## src/rtl/alu_exec_unit.sv

```systemverilog
// alu_exec_unit: single-entry sequential ALU execution unit.
// Accepts Operation/A/B over a valid/ready handshake and returns Result,
// Zero and Overflow over a second valid/ready handshake.
// Build option: define ALU_SERIAL_SHIFT_EN to run SLL/SRL one bit per cycle
// through the SHIFT state instead of using a single-cycle barrel shifter.
module alu_exec_unit #(
  parameter int WIDTH = 16
) (
  input  logic             Clock,
  input  logic             Reset,
  input  logic             InValid,
  output logic             InReady,
  input  logic [3:0]       Operation,
  input  logic [WIDTH-1:0] A,
  input  logic [WIDTH-1:0] B,
  output logic             OutValid,
  input  logic             OutReady,
  output logic [WIDTH-1:0] Result,
  output logic             Zero,
  output logic             Overflow
);

  localparam int SHW = $clog2(WIDTH);

  localparam logic [3:0] OP_AND  = 4'b0000;
  localparam logic [3:0] OP_SLTI = 4'b0001;
  localparam logic [3:0] OP_OR   = 4'b0010;
  localparam logic [3:0] OP_XOR  = 4'b0011;
  localparam logic [3:0] OP_ADD  = 4'b0100;
  localparam logic [3:0] OP_ADDI = 4'b0101;
  localparam logic [3:0] OP_SLL  = 4'b0110;
  localparam logic [3:0] OP_SRL  = 4'b0111;
  localparam logic [3:0] OP_SUB  = 4'b1100;
  localparam logic [3:0] OP_SUBI = 4'b1101;

  typedef enum logic [1:0] {
    IDLE  = 2'd0,
    SHIFT = 2'd1,
    DONE  = 2'd2
  } state_t;

  state_t           state_reg, state_next;
  logic             valid_reg, valid_next;
  logic [WIDTH-1:0] result_reg, result_next;
  logic             zero_reg, zero_next;
  logic             ovf_reg, ovf_next;

  logic [WIDTH-1:0] sum, diff, calc_result;
  logic             calc_ovf;
  logic [SHW-1:0]   shamt;
  logic             accept;
  logic             shift_start;

  assign shamt    = B[SHW-1:0];
  assign InReady  = (state_reg == IDLE) || ((state_reg == DONE) && OutReady);
  assign accept   = InValid && InReady;
  assign OutValid = valid_reg;
  assign Result   = result_reg;
  assign Zero     = zero_reg;
  assign Overflow = ovf_reg;

`ifdef ALU_SERIAL_SHIFT_EN
  logic [SHW-1:0] cnt_reg, cnt_next;
  logic           right_reg, right_next;

  // Only shifts by a nonzero amount take the multi-cycle path.
  assign shift_start = ((Operation == OP_SLL) || (Operation == OP_SRL)) && (shamt != '0);
`else
  // Log-depth barrel shifters: stage gi conditionally shifts by 2**gi.
  logic [WIDTH-1:0] sll_stage [SHW+1];
  logic [WIDTH-1:0] srl_stage [SHW+1];

  assign sll_stage[0] = A;
  assign srl_stage[0] = A;

  genvar gi;
  generate
    for (gi = 0; gi < SHW; gi++) begin : g_barrel
      assign sll_stage[gi+1] = shamt[gi] ? (sll_stage[gi] << (1 << gi)) : sll_stage[gi];
      assign srl_stage[gi+1] = shamt[gi] ? (srl_stage[gi] >> (1 << gi)) : srl_stage[gi];
    end
  endgenerate

  assign shift_start = 1'b0;
`endif

  // Single-cycle result and overflow for the incoming request.
  always_comb begin
    sum         = A + B;
    diff        = A - B;
    calc_result = '0;
    calc_ovf    = 1'b0;
    case (Operation)
      OP_ADD, OP_ADDI: begin
        calc_result = sum;
        calc_ovf    = (A[WIDTH-1] == B[WIDTH-1]) && (sum[WIDTH-1] != A[WIDTH-1]);
      end
      OP_SUB, OP_SUBI: begin
        calc_result = diff;
        calc_ovf    = (A[WIDTH-1] != B[WIDTH-1]) && (diff[WIDTH-1] != A[WIDTH-1]);
      end
      OP_AND:  calc_result = A & B;
      OP_OR:   calc_result = A | B;
      OP_XOR:  calc_result = A ^ B;
      OP_SLTI: calc_result = {{(WIDTH-1){1'b0}}, ($signed(A) < $signed(B))};
`ifdef ALU_SERIAL_SHIFT_EN
      // Zero-amount shifts finish immediately; others go through SHIFT.
      OP_SLL, OP_SRL: calc_result = A;
`else
      OP_SLL: calc_result = sll_stage[SHW];
      OP_SRL: calc_result = srl_stage[SHW];
`endif
      default: calc_result = '0;
    endcase
  end

  // Next-state and next-output logic; Result doubles as the shift register.
  always_comb begin
    state_next  = state_reg;
    valid_next  = valid_reg;
    result_next = result_reg;
    zero_next   = zero_reg;
    ovf_next    = ovf_reg;
`ifdef ALU_SERIAL_SHIFT_EN
    cnt_next    = cnt_reg;
    right_next  = right_reg;
`endif
    case (state_reg)
      IDLE, DONE: begin
        if ((state_reg == DONE) && OutReady) begin
          state_next = IDLE;
          valid_next = 1'b0;
        end
        if (accept) begin
          if (shift_start) begin
            state_next  = SHIFT;
            valid_next  = 1'b0;
            result_next = A;
            zero_next   = 1'b0;
            ovf_next    = 1'b0;
`ifdef ALU_SERIAL_SHIFT_EN
            cnt_next    = shamt;
            right_next  = (Operation == OP_SRL);
`endif
          end else begin
            state_next  = DONE;
            valid_next  = 1'b1;
            result_next = calc_result;
            zero_next   = (calc_result == '0);
            ovf_next    = calc_ovf;
          end
        end
      end
`ifdef ALU_SERIAL_SHIFT_EN
      SHIFT: begin
        result_next = right_reg ? (result_reg >> 1) : (result_reg << 1);
        cnt_next    = cnt_reg - SHW'(1);
        if (cnt_reg == SHW'(1)) begin
          state_next = DONE;
          valid_next = 1'b1;
          zero_next  = (result_next == '0);
        end
      end
`endif
      default: state_next = IDLE;
    endcase
  end

  // State and registered outputs; reset discards any operation in flight.
  always_ff @(posedge Clock or posedge Reset) begin
    if (Reset) begin
      state_reg  <= IDLE;
      valid_reg  <= 1'b0;
      result_reg <= '0;
      zero_reg   <= 1'b0;
      ovf_reg    <= 1'b0;
    end else begin
      state_reg  <= state_next;
      valid_reg  <= valid_next;
      result_reg <= result_next;
      zero_reg   <= zero_next;
      ovf_reg    <= ovf_next;
    end
  end

`ifdef ALU_SERIAL_SHIFT_EN
  // Remaining shift count and direction for the serial shifter.
  always_ff @(posedge Clock or posedge Reset) begin
    if (Reset) begin
      cnt_reg   <= '0;
      right_reg <= 1'b0;
    end else begin
      cnt_reg   <= cnt_next;
      right_reg <= right_next;
    end
  end
`endif

endmodule

```

## config.mk

```make
export PLATFORM = sky130hd
export DESIGN_NAME = alu_exec_unit
export DESIGN_NICKNAME = d
export VERILOG_FILES = /design/src/rtl/alu_exec_unit.sv
export SDC_FILE = /design/constraint.sdc
export NUM_CORES = 1
export LEC_CHECK = 0
export CELL_PAD_IN_SITES_DETAIL_PLACEMENT = 1
export CELL_PAD_IN_SITES_GLOBAL_PLACEMENT = 2
export CORE_UTILIZATION = 37
export CTS_BUF_LIST = sky130_fd_sc_hd__clkbuf_8
export DETAILED_ROUTE_END_ITERATION = 16
export GPL_TIMING_DRIVEN = 1
export PLACE_DENSITY_LB_ADDON = 0.1
export SLEW_MARGIN = 5
export SYNTH_ARGS = -nofsm -noshare
export SYNTH_HDL_FRONTEND = slang
export SYNTH_SLANG_ARGS = --single-unit
```

## constraint.sdc

```tcl
create_clock -name Clock -period 3.7 [get_ports Clock]
set_input_delay 0.74 -clock Clock [delete_from_list [all_inputs] [get_ports Clock]]
set_output_delay 0.74 -clock Clock [all_outputs]
set_load 0.05 [all_outputs]
```

After elaboration in Yosys (flattened, before gate mapping)
Cells that the tools add are included.
{"block": "word_totals", "register_bits": 21, "input_bits": 40, "out_inout_bits": 20, "elab_cells": 55}
{"block": "op_classes", "add_sub_neg": 2, "n_lt_le_gt_ge": 1, "eq_ne": 15, "n_mux": 15, "bitwise_logic": 3, "n_reduce_logical": 14}
{"op": "16-bit two-way mux", "count": 8}
{"op": "16-bit case mux with 8 select lines", "count": 1}
{"op": "16-bit adder", "count": 1}
{"op": "16-bit bitwise AND", "count": 1}
{"op": "4-bit by 3-bit equality test with 1-bit output, second input constant", "count": 4}
{"op": "16-bit zero test", "count": 1}
{"op": "16-bit less-than comparator", "count": 1}
{"op": "16-bit OR", "count": 1}
{"op": "16-bit subtractor", "count": 1}
{"op": "16-bit bitwise XOR", "count": 1}
{"op": "4-bit by 2-bit equality test with 1-bit output, second input constant", "count": 2}
{"op": "4-bit equality test, second input constant", "count": 2}
{"op": "2-bit two-way mux", "count": 3}
{"op": "2-bit OR reduction", "count": 3}
{"op": "4-bit by 1-bit equality test with 1-bit output, second input constant", "count": 1}
{"op": "1-bit logical AND", "count": 4}
{"op": "4-bit zero test", "count": 1}
{"op": "2-bit AND reduction", "count": 2}
{"op": "1-bit != test", "count": 3}
{"op": "3-bit != test, second input constant", "count": 1}
{"op": "2-bit equality test, second input constant", "count": 1}
{"op": "2-bit zero test", "count": 1}
{"op": "1-bit two-way mux", "count": 2}
{"op": "1-bit case mux with 2 select lines", "count": 1}
{"op": "other kinds (3)", "count": 3}

Depth between registers and ports, before layout
{"block": "depth", "depth_word": 6, "mapped_depth": 14, "ltp_nobuf": 13}

Least setup slack after synthesis
OpenSTA, ideal clock, no wires.
{"block": "synth_timing", "kind": "input to register", "startpoint": "input B[1]", "endpoint": "register zero_reg (netlist: Zero)", "setup_time_ns": 0.103, "t_arrival_ns": 3.895, "t_required_ns": 3.597, "path_slack_ns": -0.298, "stages": 13, "path_buffers": 2, "cell_sequence": "inv_1 buf_1 clkbuf_1 ha_1 or2_0 a221oi_2 o221ai_1 a2111oi_0 a211o_1 a2111oi_0 a211oi_1 nand3_1 o41ai_2"}
{"block": "synth_via", "elab_chain_cells": 5, "word_cells_on_any_way": 14, "classes_between": "add/sub: 2; order compare: 1; mux: 7; bitwise: 3; reduce/logical: 1"}
{"item": "start: declaration", "line": "15", "text": "input logic [WIDTH-1:0] B,"}
{"item": "branches (longest 3 deep; another with 16-bit subtractor)"}
{"item": "16-bit case mux with 8 select lines (*)", "line": "93", "text": "case (Operation)"}
{"item": "16-bit zero test (*)", "line": "149", "text": "zero_next = (calc_result == '0);"}
{"item": "end signal: assignment", "line": "181", "text": "zero_reg <= zero_next;"}
{"item": "end: declaration", "line": "45", "text": "logic zero_reg, zero_next;"}
Mark *: on every way between the ends.
A chain may end at the register's enable or synchronous reset.

Worst setup path after layout
{"block": "layout_timing", "startpoint": "input B[3]", "endpoint": "register result_reg[15] (netlist: Result[15])"}
{"block": "layout_via", "elab_chain_cells": 2, "word_cells_on_any_way": 5, "classes_between": "add/sub: 2; mux: 3"}
{"item": "16-bit subtractor, or another cell as far along", "line": "90", "text": "diff = A - B;"}
{"item": "16-bit case mux with 8 select lines (*)", "line": "93"}
{"item": "end signal: assignment", "line": "180", "text": "result_reg <= result_next;"}
{"item": "end: declaration", "line": "44", "text": "logic [WIDTH-1:0] result_reg, result_next;"}
Mark *: on every way between the ends. The rest lies on a longest branch, timed or not.

==> summary.md <==
| Metric | Value |
|---|---|
| Status | `completed` |
| Rel. slew slack | `16.96%` |
| Number of global-route vias before repair | `5936` |
| Pleak | `approximately 0.0030 uW` |
| Seq/Total Area, Yosys | `9.744%` |
| Worst-Skew Late Latency | `0.26 ns` |
| Crit path max-delay family | `compound AO/OA/AOI/OAI gates` |
| Longest Clk Path Bufs | `2` |
| Mean post-synth cell area | `7.709 um^2` |
| Die area | `13650 um^2` |
| CTS H-tree lvls | `1` |
| Max-Cap Viols | `0` |
| Startpoint of the worst hold path | `Zero` |
| Drt first pass iters | `5` |
| Worst hold path type | `reg -> reg` |
| Vias | `5786` |
| WHS Path Cells | `2` |
| Req. time, crit path | `3.84 ns` |
| RSZ-0062 raised after global routing | `yes` |
| Post-Syn Instances | `about 630` |
| Antenna diodes | `0` |
| Min Tclk post-route | `3.629 ns` |
| Cell accounting for the most synthesized area | `ha_1` |
| Ys Warns | `0` |
| Global route overflow | `0` |
| Sink Count | `19` |
| Final setup fails | `0` |
| Post-synth EDFFs | `0` |
| Max-slew violation count | `0` |
| Grt met3 use | `4.583%` |
| Mapped Nets | `727` |
| Slowest cell on the critical path | `clkdlybuf4s50_1` |
| CP Max Fanout | `3` |
| Most frequent cells in the layout | `buf_4 (129), clkdlybuf4s50_1 (55), nor2_1 (54), nand2_1 (54), inv_1 (54)` |
| Peak VDD IR | `about 0.10 mV` |
| PnR worst setup slack | `0.07121 ns` |
| Routed Antenna Nets | `0` |
| First-pass GRT wire length | `33.50 mm` |
| Antenna violations before repair | `0` |
| GRT Total Usage | `around a third` |
| Worst Tran Pin Value | `around 1.2 ns` |
| Syn Std Cell Area | `slightly below 5000 um^2` |
| Worst EP arrival | `between 3 and 4 ns` |
| DRC Markers | `0` |
| Pin count of the biggest net entering global routing | `41` |
| Synth unique cells | `83` |
| Area Growth Syn to Fin | `38.62%` |
| Worst R2R Start | `OutValid` |
| Vias per cell | `about 6` |
| Crit path depth | `12` |
| Startpoint Class | `input port` |
| Aggregate routed wire length | `21.67 mm` |
| Die Wd | `116.8 um` |
| Fraction of registers with async set/reset | `100.0%` |
| Hold Crit Endpoint | `Zero` |
| Filler instances | `1617` |
| Clock-pin transition on the worst setup and hold timing paths | `0.06 ns` |
| Yosys top cell area share | `around an eighth` |
| Hold Buf Count CTS | `0` |
| Mux share of post-synthesis cell area | `roughly 16%` |
| FF-to-FF End | `Zero` |
| # rows | `41` |
| DP Worst Slack | `-0.4238 ns` |
| Crit path capture type | `register` |
| FF-to-FF setup slack | `1.76 ns` |
| Grt met1 use | `42.65%` |
| CTS tree | `yes` |
| CTS root buffer | `clkbuf_8` |
| DRT iter0 DRCs | `400` |
| Post-Synth Simple-Gate Area | `19.90%` |
| Cts bufs inserted | `3` |
| Ranking of synthesized cells by area | `ha_1 (13%), dfrtp_1 (9.7%), mux4_2 (7.8%), mux2i_1 (4.5%), o21ai_0 (4.2%)` |
| Layout cell share with drive strength beyond 1 | `29.26%` |
| Synth Area in Adders | `14.15%` |
| WL per Instance | `22.62 um` |
| XOR/XNOR share of the synthesized area | `approximately 1.8%` |
| Die H | `116.8 um` |
| Final period util | `98.08%` |
| Critical Path Max Stage Delay | `roughly 0.51 ns` |
| Most common cell after layout, fill and taps aside | `buf_4` |
| Port Buffers | `59` |
| Initial Util | `38.36%` |
| Core Area | `between 10000 and 15000 um^2` |
| Placed Area | `6466 um^2` |
| Power Density | `roughly 230 nW/um^2` |
| Endpoints failing hold | `0` |
| R2R depth | `8` |
| Register bit total from synthesis | `19` |
| Busiest grt layer | `met2` |
| Top FF cell, synth | `dfrtp_1` |
| Compound-Gate Fraction of Synth Area | `29.38%` |
| Dpl hpwl | `~17 mm` |
| # IOs | `60` |
| Post-route cell area | `6764 um^2` |
| GP Congestion | `1.009` |
| Crit Path Category | `in -> reg` |
| Largest family of logic cells by synthesized area | `compound AO/OA/AOI/OAI gates` |
| Skew final | `0.002563 ns` |
| Final #Nets | `between 800 and 900` |
| Met2 GRT Util | `around 56%` |
| Critical path buffers and inverters | `3` |
| FMAX | `275.6 MHz` |
| Crit-path cells | `clkdlybuf4s50_1 > inv_1 > ha_1 > or3_1 > o221ai_4 > a2111oi_4 > a211o_1 > buf_4 > a21o_1 > a211oi_2 > nand3_1 > mux2_2` |
==> layout make-up <==
class                           count  area, um^2  share of cell area, %
Clock buffer                        3       41.29                 0.6104
Clock inverter                      1       3.754                0.05549
Inverter                           54       202.7                  2.997
Multi-Input combinational cell    516        4178                  61.76
Sequential cell                    19       475.5                  7.029
Tap cell                          172       215.2                  3.182
Timing Repair Buffer              193        1648                  24.36
==> power breakdown <==
part	switching [uW]	internal, uW
logic	643	482
registers	18.2	241
clock network	65.7	73.8
total	727	796
==> per-layer routing <==
metal  wire, um  part of all wire (%)
met1       9236                    43
met2      10300                    48
met3       1513                   7.0
met4        621                   2.9
met5          0                     0
==> worst max path at each step <==
stage	start	endpoint	slack [ns]
floorplan	B[1]	Zero	0.03
global placement	A[0]	Zero	-0.36
detailed placement	A[0]	Zero	-0.42
CTS	A[0]	Zero	0.0006
global route	A[1]	Zero	-0.07
finish	B[3]	Result[15]	0.07
==> kinds of logic (layout without fill, tap and decap cells) <==
family / count (synthesis) / in the layout
compound gates: 204 / 204
simple gates: 194 / 194
buf+inv: 98 / 251
fa+ha+maj: 54 / 54
mux: 54 / 54
flops: 19 / 19
xor+xnor: 10 / 10
==> worst register-to-register path: stages (launching register included) <==
cell	delay, ns
dfrtp_1	0.38
nand2b_1	0.13
nand2_1	0.11
a211oi_2	0.22
nand2_1	0.08
nand4b_1	0.20
nor4_2	0.27
nand4_1	0.15
o41ai_2	0.29
==> synth_stat cells (10+ instances only) <==
master / number
o211ai_1: 11
nand2_1: 54
inv_1: 54
o22ai_1: 13
nor3_1: 10
o21ai_0: 41
clkbuf_1: 23
nor2_1: 54
dfrtp_1: 19
mux2i_1: 22
nand2b_1: 15
a21oi_1: 40
a22oi_1: 11
ha_1: 52
mux2_2: 14
mux4_2: 17
nand4_1: 10
a211oi_1: 16
==> what timing repair did <==
action,CTS,global route
pin swaps,5,25
gates resized for setup,10,46
setup endpoints to repair,5,7
buffers inserted,0,2
==> stage by stage <==
stage	hold slack (ns)	instances	total power [uW]	setup TNS (ns)	utilization, %
4_1_cts	0.4898	956	1473	0	51.42
3_5_place_dp	0.4672	952	1318	-2.481	50.83
5_1_grt	0.5127	958	1617	-0.1118	53.17
6_report	0.4842	958	1524	0	53.17
2_1_floorplan	0.6911	633	857.4	0	-
3_3_place_gp	0.4651	952	1294	-1.630	50.83
==> flip-flops by register name (all words and copies together), names as in the netlist <==
| register | cells |
|---|---|
| Result | 16 |
| Zero | 1 |
| Overflow | 1 |
| OutValid | 1 |
Power figures use the tool's default switching activity.
